### src/rtl/lenet_infer_seq_pkg.sv
// lenet_infer_seq_pkg: shared state encodings, default word counts and size helper.
package lenet_infer_seq_pkg;

    typedef enum logic [2:0] {
        ST_IDLE     = 3'd0,
        ST_LOAD_W   = 3'd1,
        ST_LOAD_B   = 3'd2,
        ST_STREAM   = 3'd3,
        ST_WAIT_RES = 3'd4,
        ST_ERR      = 3'd5
    } seq_state_e;

    localparam int DEF_W_WORDS    = 3220;
    localparam int DEF_B_WORDS    = 10;
    localparam int DEF_FMAP_WORDS = 1024;

    // Convolution kernel words plus the flattened FC input words per output channel.
    function automatic int calc_w_words(input int ci, input int co, input int k_size, input int i_size3);
        return ci * co * k_size * k_size + co * i_size3 * i_size3;
    endfunction

endpackage

### src/rtl/lenet_infer_seq_word_counter.sv
// seq_word_counter: up-counter that wraps to 0 and flags the increment that reaches limit.
module seq_word_counter #(
    parameter int CNT_BW = 12
) (
    input  logic              clk,
    input  logic              global_rst_n,
    input  logic              clr,
    input  logic              inc,
    input  logic [CNT_BW-1:0] limit,
    output logic [CNT_BW-1:0] cnt,
    output logic              done
);

    assign done = inc && (cnt == limit - CNT_BW'(1));

    always_ff @(posedge clk or negedge global_rst_n) begin
        if (!global_rst_n)
            cnt <= '0;
        else if (clr || done)
            cnt <= '0;
        else if (inc)
            cnt <= cnt + CNT_BW'(1);
    end

endmodule

### src/rtl/lenet_infer_seq.sv
// lenet_infer_seq: splits one word stream into weight/bias/fmap writes for the LeNet core and captures results.
// Optional LENET_SEQ_PERF_EN adds o_lat_cycles (first fmap accept to i_cls_end, saturating).
module lenet_infer_seq
    import lenet_infer_seq_pkg::*;
#(
    parameter int D_BW       = 8,
    parameter int W_WORDS    = DEF_W_WORDS,
    parameter int B_WORDS    = DEF_B_WORDS,
    parameter int FMAP_WORDS = DEF_FMAP_WORDS,
    parameter int CLS_BW     = 4,
    parameter int TIMEOUT    = 65535
) (
    input  logic              clk,
    input  logic              global_rst_n,
    input  logic              user_reset,
    input  logic              i_start,
    input  logic              s_valid,
    output logic              s_ready,
    input  logic [D_BW-1:0]   s_data,
    output logic [D_BW-1:0]   o_data,
    output logic              o_weight_we,
    output logic              o_bias_we,
    output logic              o_fmap_we,
    output logic              o_core_ce,
    input  logic [CLS_BW-1:0] i_cls_result,
    input  logic              i_cls_en,
    input  logic              i_cls_end,
    output logic [CLS_BW-1:0] o_result,
    output logic              o_result_valid,
    output logic [15:0]       o_img_cnt,
    output logic [2:0]        o_state,
    output logic              o_error
`ifdef LENET_SEQ_PERF_EN
    ,output logic [31:0]      o_lat_cycles
`endif
);

    // Sized for the largest of the three phases so any parameter mix fits.
    localparam int MAX_WORDS = (W_WORDS > B_WORDS)
        ? ((W_WORDS > FMAP_WORDS) ? W_WORDS : FMAP_WORDS)
        : ((B_WORDS > FMAP_WORDS) ? B_WORDS : FMAP_WORDS);
    localparam int CNT_BW = $clog2(MAX_WORDS + 1);
    localparam int TO_BW  = $clog2(TIMEOUT + 1);

    seq_state_e state_q, state_d;
    logic [CNT_BW-1:0] word_cnt, word_limit;
    logic [TO_BW-1:0]  to_cnt;
    logic [CLS_BW-1:0] lat_res;
    logic word_done, to_done, accept, res_evt;

    assign s_ready   = (state_q == ST_LOAD_W) || (state_q == ST_LOAD_B) || (state_q == ST_STREAM);
    assign o_core_ce = (state_q == ST_STREAM) || (state_q == ST_WAIT_RES);
    assign o_error   = (state_q == ST_ERR);
    assign o_state   = state_q;
    assign accept    = s_valid && s_ready;
    assign res_evt   = (state_q == ST_WAIT_RES) && i_cls_end;

    always_comb
        word_limit = (state_q == ST_LOAD_W) ? CNT_BW'(W_WORDS)
                   : (state_q == ST_LOAD_B) ? CNT_BW'(B_WORDS) : CNT_BW'(FMAP_WORDS);

    seq_word_counter #(.CNT_BW(CNT_BW)) u_word_cnt (
        .clk(clk), .global_rst_n(global_rst_n), .clr(user_reset), .inc(accept),
        .limit(word_limit), .cnt(word_cnt), .done(word_done)
    );

    seq_word_counter #(.CNT_BW(TO_BW)) u_timeout_cnt (
        .clk(clk), .global_rst_n(global_rst_n),
        .clr(user_reset || (state_q != ST_WAIT_RES) || i_cls_end),
        .inc(state_q == ST_WAIT_RES), .limit(TO_BW'(TIMEOUT)), .cnt(to_cnt), .done(to_done)
    );

    always_ff @(posedge clk or negedge global_rst_n) begin
        if (!global_rst_n)
            state_q <= ST_IDLE;
        else if (user_reset)
            state_q <= ST_IDLE;
        else
            state_q <= state_d;
    end

    always_comb begin
        state_d = state_q;
        case (state_q)
            ST_IDLE:     state_d = i_start ? ST_LOAD_W : ST_IDLE;
            ST_LOAD_W:   state_d = word_done ? ST_LOAD_B : ST_LOAD_W;
            ST_LOAD_B:   state_d = word_done ? ST_STREAM : ST_LOAD_B;
            ST_STREAM:   state_d = word_done ? ST_WAIT_RES : ST_STREAM;
            ST_WAIT_RES: state_d = i_cls_end ? ST_STREAM : (to_done ? ST_ERR : ST_WAIT_RES);
            ST_ERR:      state_d = ST_ERR;
            default:     state_d = ST_IDLE;
        endcase
    end

    always_ff @(posedge clk or negedge global_rst_n) begin
        if (!global_rst_n) begin
            o_data         <= '0;
            o_weight_we    <= 1'b0;
            o_bias_we      <= 1'b0;
            o_fmap_we      <= 1'b0;
            o_result       <= '0;
            o_result_valid <= 1'b0;
            o_img_cnt      <= '0;
            lat_res        <= '0;
        end else if (user_reset) begin
            o_data         <= '0;
            o_weight_we    <= 1'b0;
            o_bias_we      <= 1'b0;
            o_fmap_we      <= 1'b0;
            o_result       <= '0;
            o_result_valid <= 1'b0;
            o_img_cnt      <= '0;
            lat_res        <= '0;
        end else begin
            o_data         <= accept ? s_data : o_data;
            o_weight_we    <= accept && (state_q == ST_LOAD_W);
            o_bias_we      <= accept && (state_q == ST_LOAD_B);
            o_fmap_we      <= accept && (state_q == ST_STREAM);
            o_result_valid <= res_evt;
            if ((state_q == ST_WAIT_RES) && i_cls_en)
                lat_res <= i_cls_result;
            // A result arriving with the end marker takes priority over the latched one.
            if (res_evt) begin
                o_result  <= i_cls_en ? i_cls_result : lat_res;
                o_img_cnt <= o_img_cnt + 16'd1;
            end
        end
    end

`ifdef LENET_SEQ_PERF_EN
    logic        lat_run;
    logic [31:0] lat_cnt;

    always_ff @(posedge clk or negedge global_rst_n) begin
        if (!global_rst_n) begin
            lat_run      <= 1'b0;
            lat_cnt      <= '0;
            o_lat_cycles <= '0;
        end else if (user_reset) begin
            lat_run      <= 1'b0;
            lat_cnt      <= '0;
            o_lat_cycles <= '0;
        end else if (res_evt) begin
            lat_run      <= 1'b0;
            lat_cnt      <= '0;
            o_lat_cycles <= lat_cnt;
        end else if (accept && (state_q == ST_STREAM) && !lat_run) begin
            lat_run <= 1'b1;
            lat_cnt <= 32'd1;
        end else if (lat_run && (lat_cnt != '1)) begin
            lat_cnt <= lat_cnt + 32'd1;
        end
    end
`endif

endmodule

### config.mk
export PLATFORM = sky130hd
export DESIGN_NAME = lenet_infer_seq
export DESIGN_NICKNAME = d
export VERILOG_FILES = /design/src/rtl/lenet_infer_seq_pkg.sv /design/src/rtl/lenet_infer_seq_word_counter.sv /design/src/rtl/lenet_infer_seq.sv
export SDC_FILE = /design/constraint.sdc
export NUM_CORES = 1
export LEC_CHECK = 0
export CAP_MARGIN = 15
export CORE_MARGIN = 3
export CORE_UTILIZATION = 45
export DETAILED_ROUTE_END_ITERATION = 16
export PLACE_DENSITY_LB_ADDON = 0.3
export SYNTH_ARGS = -nofsm -noshare
export SYNTH_HDL_FRONTEND = slang
export SYNTH_SLANG_ARGS = --single-unit
### constraint.sdc
create_clock -name clk -period 4.6 [get_ports clk]
set_clock_uncertainty 0.2 [all_clocks]
set_input_delay 0.69 -clock clk [delete_from_list [all_inputs] [get_ports clk]]
set_output_delay 0.69 -clock clk [all_outputs]
set_load 0.02 [all_outputs]
==> impl_metrics.json <==
{
  "crit_path_end_kind": "output port",
  "syn_inst": 351,
  "vias": 2620,
  "dpl.hpwl_um": 5111,
  "cts_tree": "done",
  "drc_errors": 0,
  "hold_buffers": 0,
  "grt.overflow.total": 0,
  "outcome": "finished clean",
  "power.switching_mw": 0.2884,
  "wl_per_cell_um": 13.93,
  "grt_use_total": 0.1814,
  "totalWireLength_um": 7060,
  "setup_ws_ns": 1.610,
  "clk-insertion-delay-late_ns": 0.34,
  "min_period_over_period": 0.6500,
  "io_pins": 57,
  "dr.pass1.iters": 5,
  "place.gp.congestion": 0.8390,
  "grt_pass1_vias": 2633,
  "fmax_ghz": 0.3345,
  "htree_levels": 3,
  "total_power_mw": 1.132,
  "powerDensity_nw_per_um2": 273.4,
  "place_area_um2": 3958,
  "switching_share": 0.2547,
  "wl_met1_um": 3229,
  "row_count": 30,
  "tns_ns": 0,
  "fp.dieH_um": 92.18,
  "post_cts_buffers": 0,
  "syn_area_um2": 3342,
  "numCtsBuffers": 9,
  "layout-area-overhead-vs-synth_pct": 23.92,
  "cts_resized": 0,
  "clockBufferDepth": 2,
  "seq_power_share": 0.533,
  "power_frac_comb": 0.080,
  "ys_warn_count": 0,
  "r2r_cells": 5,
  "leakagePower_nw": 1.639,
  "critPathArrivalTime_ns": 2.10,
  "drive_gt1_frac": 0.06326,
  "top_layer": "met4",
  "syn_nets": 374,
  "startpoint_type": "flop",
  "worst_pin_slew_ns": 0.7840,
  "place_ws_ns": 1.396,
  "setup_viol_count_final": 0,
  "diodes": 0,
  "portBuffers": 56,
  "grt_max_degree": 41,
  "start_util": 0.4787,
  "root_buffer": "clkbuf_8",
  "final_area_um2": 4141,
  "clkTransAtPathRegs_ns": 0.07,
  "cts_sinks": 67,
  "critPathKind": "reg -> out",
  "synthDistinctLibCells": 48,
  "p_clk_frac": 0.387,
  "grt_setup_unrepaired": "no",
  "avgSynthCellArea_um2": 9.521,
  "intPower_mw": 0.8438,
  "async_reset_ff_frac": 1.000,
  "layout_min_cycle_time_ns": 2.990,
  "min_path_type": "in -> async",
  "wl_met2_um": 3544,
  "relSlewSlack": 0.4773,
  "final_core_util": 0.5932,
  "ys_ff_latch": 67,
  "synth_flop_cell": "dfrtp_1",
  "dieArea_um2": 8496,
  "met3_length_um": 191,
  "synth_edf_count": 0,
  "dieWidth_um": 92.18,
  "timing_max_transition_violations_final": 0,
  "vias_per_cell": 5.168,
  "grt_pass1_wl_um": 12300,
  "core_um2": 6982,
  "ys_seq_area_frac": 0.5017,
  "vdd_drop_max_mv": 0.1709,
  "ant_nets": 0,
  "cap_violations": 0,
  "hold_violations": 0,
  "antenna_found_initial": 0,
  "nets": 429,
  "crit_fanout": 18,
  "dr.first_iter.drc_count": 139,
  "required_ns": 3.71
}
[cells in the final DEF (no fill, tap or decap), types with 2 or more instances in the layout]
cell	synthesis	final
and4_1	4	4
or3_1	8	8
clkbuf_8	0	10
buf_2	3	2
xor2_1	23	23
dfrtp_1	67	67
or4_1	3	3
and3_1	3	3
mux2i_1	8	8
nand2b_1	3	3
buf_4	2	2
ha_1	4	4
clkdlybuf4s50_1	0	55
xnor2_1	12	12
nor3b_1	2	2
o21ai_0	6	6
nand2_1	46	46
nand4_1	13	13
a21oi_1	17	17
inv_1	10	10
nor2_1	58	58
nor4_1	2	2
nor3_1	9	9
clkinvlp_4	0	2
nand3_1	11	11
a211oi_1	5	5
[state kept, by name (all words and copies together), names as in the netlist]
signal / count
o_img_cnt: 16
u_timeout_cnt.cnt: 16
u_word_cnt.cnt: 12
o_data: 8
lat_res: 4
o_result: 4
o_state: 3
o_bias_we: 1
o_fmap_we: 1
o_result_valid: 1
o_weight_we: 1
[synthesized netlist by cell type (4+ instances only)]
library cell / number / area (um2)
xnor2_1: 12 / 105.1
nand3_1: 11 / 55.05
or3_1: 8 / 50.05
a21oi_1: 17 / 85.08
nor3_1: 9 / 45.04
clkbuf_1: 8 / 30.03
a211oi_1: 5 / 37.54
nor2_1: 58 / 217.7
ha_1: 4 / 50.05
dfrtp_1: 67 / 1677
o21ai_0: 6 / 30.03
and4_1: 4 / 35.03
xor2_1: 23 / 201.4
mux2i_1: 8 / 80.08
nand2_1: 46 / 172.7
inv_1: 10 / 37.54
nand4_1: 13 / 81.33
[layer usage]
metal,track usage,up-vias
li1,-,1314
met5,0,-
met2,0.2962,30
met3,0.04430,11
met4,0.06064,0
met1,0.2364,1265
[path summary, 6_finish.rpt]
path	from	endpoint	slack, ns
max in group asynchronous	global_rst_n	o_img_cnt[15]$_DFFE_PN0P_	3.07
hold reg to reg	lat_res[0]$_DFFE_PN0P_	lat_res[0]$_DFFE_PN0P_	0.33
setup reg to reg	o_state[0]$_DFF_PN0_	o_state[0]$_DFF_PN0_	2.17
setup / recovery	o_state[0]$_DFF_PN0_	o_core_ce	1.61
min in group clk	lat_res[0]$_DFFE_PN0P_	lat_res[0]$_DFFE_PN0P_	0.33
hold / removal	global_rst_n	o_data[5]$_DFFE_PN0P_	0.22
[area by class of cell]
cell class	instances	area [um2]
Timing Repair Buffer	59	575.6
Inverter	11	41.29
Tap cell	96	120.1
Clock inverter	5	37.54
Sequential cell	67	1677
Fill cell	628	2840
Clock buffer	11	141.4
Multi-Input combinational cell	258	1549
[kinds of logic after synthesis]
kind of cell	Yosys count	share of synthesized area
multiplexers	8	0.02396
buffers and inverters	26	0.03481
adder cells (fa/ha/maj)	4	0.01498
flip-flops	67	0.5017
AO/OA/AOI/OAI	40	0.08125
XOR/XNOR	35	0.09172
AND/OR/NAND/NOR	171	0.2516
[power groups by stage]
stage / Combinational, mW / Clock (mW) / Sequential (mW)
floorplan: 0.0432 / 0 / 0.616
global placement: 0.0908 / 0 / 0.615
detailed placement: 0.0919 / 0 / 0.615
CTS: 0.0923 / 0.453 / 0.603
global route: 0.101 / 0.478 / 0.604
finish: 0.0905 / 0.439 / 0.603
[worst max-delay path, stage by stage, from the launching register on]
cell	delay [ns]
dfrtp_1	0.59
nor2_1	0.36
nand2_1	0.08
o21ai_0	0.09
clkdlybuf4s50_1	0.63
[metrics by stage]
stage / cells / hold WS, ns
final: 507 / 0.2245
after global routing: 507 / 0.2730
after floorplan: 351 / 0.1944
after global placement: 490 / 0.3016
after CTS: 506 / 0.2363
after detailed placement: 490 / 0.3130
Power figures use the tool's default switching activity.
